`config.mk`:
```
export PLATFORM = sky130hd
export DESIGN_NAME = vga_capture
export DESIGN_NICKNAME = d
export VERILOG_FILES = /design/src/rtl/vga_capture.sv
export SDC_FILE = /design/constraint.sdc
export NUM_CORES = 1
export LEC_CHECK = 0
export ABC_AREA = 0
export CAP_MARGIN = 20
export CORE_MARGIN = 4
export CORE_UTILIZATION = 50
export CTS_BUF_LIST = sky130_fd_sc_hd__clkbuf_16
export DETAILED_ROUTE_END_ITERATION = 8
export GPL_ROUTABILITY_DRIVEN = 0
export PLACE_DENSITY = 0.78
export RECOVER_POWER = 25
export SLEW_MARGIN = 20
export SYNTH_ARGS = -nofsm -noshare
export SYNTH_HDL_FRONTEND = slang
export SYNTH_SLANG_ARGS = --single-unit
```
`constraint.sdc`:
```
create_clock -name Clock -period 4.3 [get_ports Clock]
set_input_delay 1.29 -clock Clock [delete_from_list [all_inputs] [get_ports Clock]]
set_output_delay 1.29 -clock Clock [all_outputs]
set_load 0.02 [all_outputs]
```
`src/rtl/vga_capture.sv`:
```
// vga_capture: locks onto VGA sync timing and writes active pixels to frame memory.
// Ports: Clock/Reset, h_sync/v_sync/blank/R/G/B in; WrEn/WrAddr/WrData, Locked, SyncErr, FrameDone, HTotal/VTotal out.
module vga_capture #(
  parameter int H_ACTIVE = 640,
  parameter int V_ACTIVE = 480,
  parameter int ADDR_W   = 19,
  parameter int TIMEOUT  = 4095
) (
  input  logic              Clock,
  input  logic              Reset,
  input  logic              h_sync,
  input  logic              v_sync,
  input  logic              blank,
  input  logic [7:0]        R,
  input  logic [7:0]        G,
  input  logic [7:0]        B,
  output logic              WrEn,
  output logic [ADDR_W-1:0] WrAddr,
  output logic [23:0]       WrData,
  output logic              Locked,
  output logic              SyncErr,
  output logic              FrameDone,
  output logic [11:0]       HTotal,
  output logic [10:0]       VTotal
);

  typedef enum logic [1:0] {
    UNLOCKED,
    MEASURE,
    CHECK,
    LOCKED
  } state_t;

  localparam logic [11:0]       TO = 12'(TIMEOUT);
  localparam logic [11:0]       HX = 12'(H_ACTIVE);
  localparam logic [10:0]       VY = 11'(V_ACTIVE);
  localparam logic [ADDR_W-1:0] HA = ADDR_W'(H_ACTIVE);

  state_t      state;
  logic        hs1, vs1, bl1, hs2, vs2;
  logic [23:0] rgb1;
  logic [11:0] hcnt, last_len, x;
  logic [10:0] vcnt, y;
  logic        act;

  logic        hfall, vfall;
  logic [11:0] line_len, x_cur;
  logic [10:0] frame_len, y_cur;
  logic        h_bad, v_bad, tmo;
  logic        enter, keep, lock_n;
  logic [ADDR_W-1:0] addr;

  assign hfall     = hs2 & ~hs1;
  assign vfall     = vs2 & ~vs1;
  assign line_len  = hfall ? hcnt : last_len;
  assign frame_len = vcnt + 11'd1;
  assign h_bad     = hfall & (hcnt != HTotal);
  assign v_bad     = vfall & (frame_len != VTotal);
  assign tmo       = hcnt >= TO;

  // lock_n is the Locked value for the next cycle; gating writes
  // with it keeps WrEn and Locked changing on the same edge.
  assign enter  = (state == CHECK) & vfall & ~h_bad & ~v_bad;
  assign keep   = (state == LOCKED) & ~(h_bad | v_bad | tmo);
  assign lock_n = enter | keep;

  // Coordinates of the pixel currently in s1.
  assign x_cur = hfall ? 12'd0 : x;

  always_comb begin
    y_cur = y;
    if (vfall)
      y_cur = 11'd0;
    else if (hfall && act && y != 11'h7FF)
      y_cur = y + 11'd1;
  end

  assign addr = ADDR_W'(y_cur) * HA + ADDR_W'(x_cur);

  always_ff @(posedge Clock or negedge Reset) begin
    if (!Reset) begin
      hs1      <= 1'b0;
      vs1      <= 1'b0;
      bl1      <= 1'b0;
      hs2      <= 1'b0;
      vs2      <= 1'b0;
      rgb1     <= 24'd0;
      hcnt     <= 12'd0;
      last_len <= 12'd0;
      vcnt     <= 11'd0;
      x        <= 12'd0;
      y        <= 11'd0;
      act      <= 1'b0;
      WrEn     <= 1'b0;
      WrAddr   <= '0;
      WrData   <= 24'd0;
    end else begin
      hs1  <= h_sync;
      vs1  <= v_sync;
      bl1  <= blank;
      rgb1 <= {R, G, B};
      hs2  <= hs1;
      vs2  <= vs1;

      if (hfall)
        hcnt <= 12'd1;
      else if (hcnt != 12'hFFF)
        hcnt <= hcnt + 12'd1;

      if (hfall)
        last_len <= hcnt;

      if (vfall)
        vcnt <= 11'd0;
      else if (hfall)
        vcnt <= vcnt + 11'd1;

      if (x_cur != 12'hFFF)
        x <= x_cur + {11'd0, bl1};
      else
        x <= x_cur;
      y   <= y_cur;
      act <= hfall ? bl1 : (act | bl1);

      WrEn   <= lock_n & bl1 & (x_cur < HX) & (y_cur < VY);
      WrAddr <= addr;
      WrData <= rgb1;
    end
  end

  always_ff @(posedge Clock or negedge Reset) begin
    if (!Reset) begin
      state     <= UNLOCKED;
      Locked    <= 1'b0;
      SyncErr   <= 1'b0;
      FrameDone <= 1'b0;
      HTotal    <= 12'd0;
      VTotal    <= 11'd0;
    end else begin
      Locked    <= lock_n;
      FrameDone <= vfall & lock_n;
      SyncErr   <= 1'b0;
      unique case (state)
        UNLOCKED: begin
          if (vfall)
            state <= MEASURE;
        end
        MEASURE: begin
          if (vfall) begin
            HTotal <= line_len;
            VTotal <= frame_len;
            state  <= CHECK;
          end
        end
        CHECK: begin
          if (vfall) begin
            if (h_bad || v_bad) begin
              HTotal <= line_len;
              VTotal <= frame_len;
              state  <= MEASURE;
            end else begin
              state <= LOCKED;
            end
          end else if (h_bad) begin
            HTotal <= hcnt;
            state  <= MEASURE;
          end
        end
        LOCKED: begin
          if (h_bad || v_bad || tmo) begin
            state   <= UNLOCKED;
            SyncErr <= 1'b1;
          end
        end
        default: state <= UNLOCKED;
      endcase
    end
  end

endmodule

```
==> flow_metrics.env <==
export IMPL_die_area_um2=16800
export IMPL_crit_buf_inv=0
export IMPL_holdBufCountCts=0
export IMPL_syn_nets=714
export IMPL_syn_area_per_cell_um2=11.2
export IMPL_grt_pass1_vias=5343
export IMPL_hold_path_class="register to register"
export IMPL_async_flop_share_pct=100
export IMPL_power_leakage_nw=4.25
export IMPL_wl_per_cell_um=15.3
export IMPL_syn_area_um2=7380
export IMPL_seq_area_frac_synth_pct=54.3
export IMPL_port_buffers=98
export IMPL_grt_max_degree=119
export IMPL_clockBufferDepth=2
export IMPL_drive_above_1_share_pct=8.47
export IMPL_path_clk_slew_ps=70
export IMPL_antenna_found_initial=0
export IMPL_core_area_um2=14500
export IMPL_crit_path_top_delay_cell="or4_1"
export IMPL_die_x_um=129
export IMPL_cts_tree="built"
export IMPL_io_pins=99
export IMPL_yosys_warnings=0
export IMPL_critPathKind="register to register"
export IMPL_initial_utilization_pct=50.9
export IMPL_maxSlewHeadroom_pct=-92.5
export IMPL_setup_viol=0
export IMPL_clk_latency_ps=420
export IMPL_endpoint_kind="register"
export IMPL_layout_common_cells="dfrtp_1 (160), nand2_1 (79), clkdlybuf4s50_1 (70)"
export IMPL_start_kind="register"
export IMPL_holdCritStartpoint="rgb1[3]"
export IMPL_pwr_share_seq_pct=42.3
export IMPL_status="finished, violations left"
export IMPL_synth_cells=658
export IMPL_clkPwrFrac_pct=33.4
export IMPL_vdd_drop_max_uv=273
export IMPL_comb_power_share_pct=24.2
export IMPL_finalCoreUtilization_pct=62.8
export IMPL_synthMuxAreaShare_pct=6.72
export IMPL_synthSimpleGateAreaFrac_pct=14.7
export IMPL_layout_min_cycle_time_ps=4110
export IMPL_finalPower_mw=4.19
export IMPL_critPathTopFamily="simple AND/OR/NAND/NOR gates"
export IMPL_yosysUniqueCellTypes=60
export IMPL_rows=44
export IMPL_worstHoldPathCells=0
export IMPL_reg2reg_from="y[0]"
export IMPL_fmax_mhz=243
export IMPL_cts_root_buf="clkbuf_16"
export IMPL_area_growth_pct=23.3
export IMPL_path_cells="ha_1 -> and2_1 -> a41oi_2 -> and4_1 -> and3_1 -> xor2_1 -> nand2_1 -> mux2_2 -> ha_1 -> o21ai_0 -> nor2_1 -> nor2_1 -> nand3b_1 -> or4_1 -> nor2_1 -> xnor2_1"
export IMPL_p_per_area_nw_per_um2=460
export IMPL_fin_cells=951
export IMPL_rsz0062_at_grt="no"
export IMPL_path_common_cell="nor2_1"
export IMPL_final_common_cell="dfrtp_1"
export IMPL_finalHoldViolCount=0
export IMPL_antennaDiodeCount=0
export IMPL_intPower_mw=2.87
export IMPL_synth_ff_type="dfrtp_1"
export IMPL_synth_seq_cells=160
export IMPL_drv_cap=1
export IMPL_place_ws_ps=125
export IMPL_postCtsSetupBuffers=0
export IMPL_overflow=0
export IMPL_ff2ff_setup_slack_ps=190
export IMPL_nets=810
export IMPL_violations="max-capacitance violations, max-slew violations"
export IMPL_worstReg2RegEnd="WrAddr[18]"
export IMPL_ant_nets=0
export IMPL_drtPass1Iterations=4
export IMPL_synth_top_family_by_area="simple AND/OR/NAND/NOR gates"
export IMPL_max_slew_worst_pin_slew_ps=2890
export IMPL_vias=5009
export IMPL_fin_crit_sh_pct=95.5
export IMPL_die_h_um=129
export IMPL_dpl_hpwl_um=10100
export IMPL_routed_wl_um=14600
export IMPL_arrival_ps=4450
export IMPL_drt_iter0_drc=294
export IMPL_fin_ws_ps=192
export IMPL_r2r_cells=16
export IMPL_cts_max_level=4
export IMPL_net_switching_power_mw=1.32
export IMPL_vias_per_cell=5.27
export IMPL_crit_fanout=6
export IMPL_grt_pass1_wl_um=25500
export IMPL_worstPathRequired_ps=4650
export IMPL_cts_buffers=17
export IMPL_finalMaxSlewViolations=118
export IMPL_whs_endpoint="WrData[3]"
export IMPL_synthAdderAreaFrac_pct=4.78
export IMPL_crit_start="y[0]"
export IMPL_synth_xor_area_share_pct=10.2
export IMPL_synth_edf_count=0
export IMPL_switching_share_pct=31.5
export IMPL_grt_use_total_pct=19.1
export IMPL_synth_compound_area_share_pct=6.31
export IMPL_slowest_delay_ps=530
export IMPL_cts_sinks=160
export IMPL_finClkSkew_ps=5.83
export IMPL_fin_setup_tns_ps=0
export IMPL_drc_errors=0
export IMPL_placed_cells=919
export IMPL_ctsResizeCount=0
[synthesized netlist by cell type (all sizes together) (2+ instances only)]
cell | n | share of area [%]
a211oi | 6 | 0.61
a21boi | 3 | 0.31
a21o | 7 | 0.71
a21oi | 14 | 1.0
a31oi | 3 | 0.25
and2 | 12 | 1.0
and3 | 8 | 0.68
and4 | 8 | 0.98
buf | 5 | 0.44
clkbuf | 23 | 1.2
dfrtp | 160 | 54
fa | 2 | 0.54
ha | 25 | 4.2
inv | 29 | 1.5
mux2 | 14 | 2.6
mux2i | 30 | 4.1
nand2 | 79 | 4.0
nand2b | 5 | 0.42
nand3 | 20 | 1.5
nand3b | 2 | 0.20
nand4 | 11 | 0.93
nor2 | 55 | 2.9
nor2b | 3 | 0.25
nor3 | 7 | 0.47
nor4 | 2 | 0.17
o211ai | 2 | 0.20
o21a | 4 | 0.41
o21ai | 10 | 0.83
o31ai | 3 | 0.31
or3 | 3 | 0.25
or4 | 3 | 0.31
xnor2 | 52 | 6.2
xor2 | 31 | 3.7
[cells by family (layout without fill, tap and decap cells)]
group	after synthesis	count (layout)
AO/OA/AOI/OAI	64	64
XOR/XNOR	84	84
adder cells (fa/ha/maj)	27	27
buffers and inverters	57	166
flip-flops	160	160
multiplexers	44	44
AND/OR/NAND/NOR	222	222
[layout make-up]
type                    count  area (µm²)
clock buffers              17         425
inverters                  29         109
fillers                  1151        5390
clock inverters            15         121
flip-flops and latches    160        4000
well taps                 184         230
repair buffers            105        1030
multi-input cells         441        3170
[per-layer routing]
metal,GRT usage [%],vias up,share of wire [%]
met4,6.60,0,1.6
met2,32.2,109,52
met3,5.19,19,5.3
met1,24.1,2471,41
met5,0,-,0
li1,-,2410,-
[sequential cells by signal (all words and copies together), names as in the netlist, 2 cells and up]
name,count
state,2
x,12
last_len,12
HTotal,12
vcnt,11
hcnt,12
VTotal,11
WrData,24
rgb1,24
y,11
WrAddr,19
[per-stage QoR]
| stage | hold WS, ps | cell area, µm² |
|---|---|---|
| floorplan | 331 | 7380 |
| global placement | 332 | 8540 |
| detailed placement | 336 | 8540 |
| CTS | 351 | 9080 |
| global route | 356 | 9090 |
| finish | 348 | 9090 |
[how the worst max path moves through the flow]
stage                            end  cells past startpoint
after floorplan           WrAddr[18]                     16
after global placement    WrAddr[18]                     15
after detailed placement  WrAddr[18]                     16
after CTS                 WrAddr[18]                     16
after global routing      WrAddr[18]                     15
final                     WrAddr[18]                     16
[power by group through the flow]
| stage | combinational, mW | clock [mW] | sequential (mW) |
|---|---|---|---|
| 2_1_floorplan | 0.628 | 0 | 1.85 |
| 3_3_place_gp | 0.989 | 0 | 1.79 |
| 3_5_place_dp | 1.03 | 0 | 1.80 |
| 4_1_cts | 1.03 | 1.43 | 1.77 |
| 5_1_grt | 1.11 | 1.51 | 1.79 |
| 6_report | 1.01 | 1.40 | 1.77 |
(Power assumes the default switching activity.)
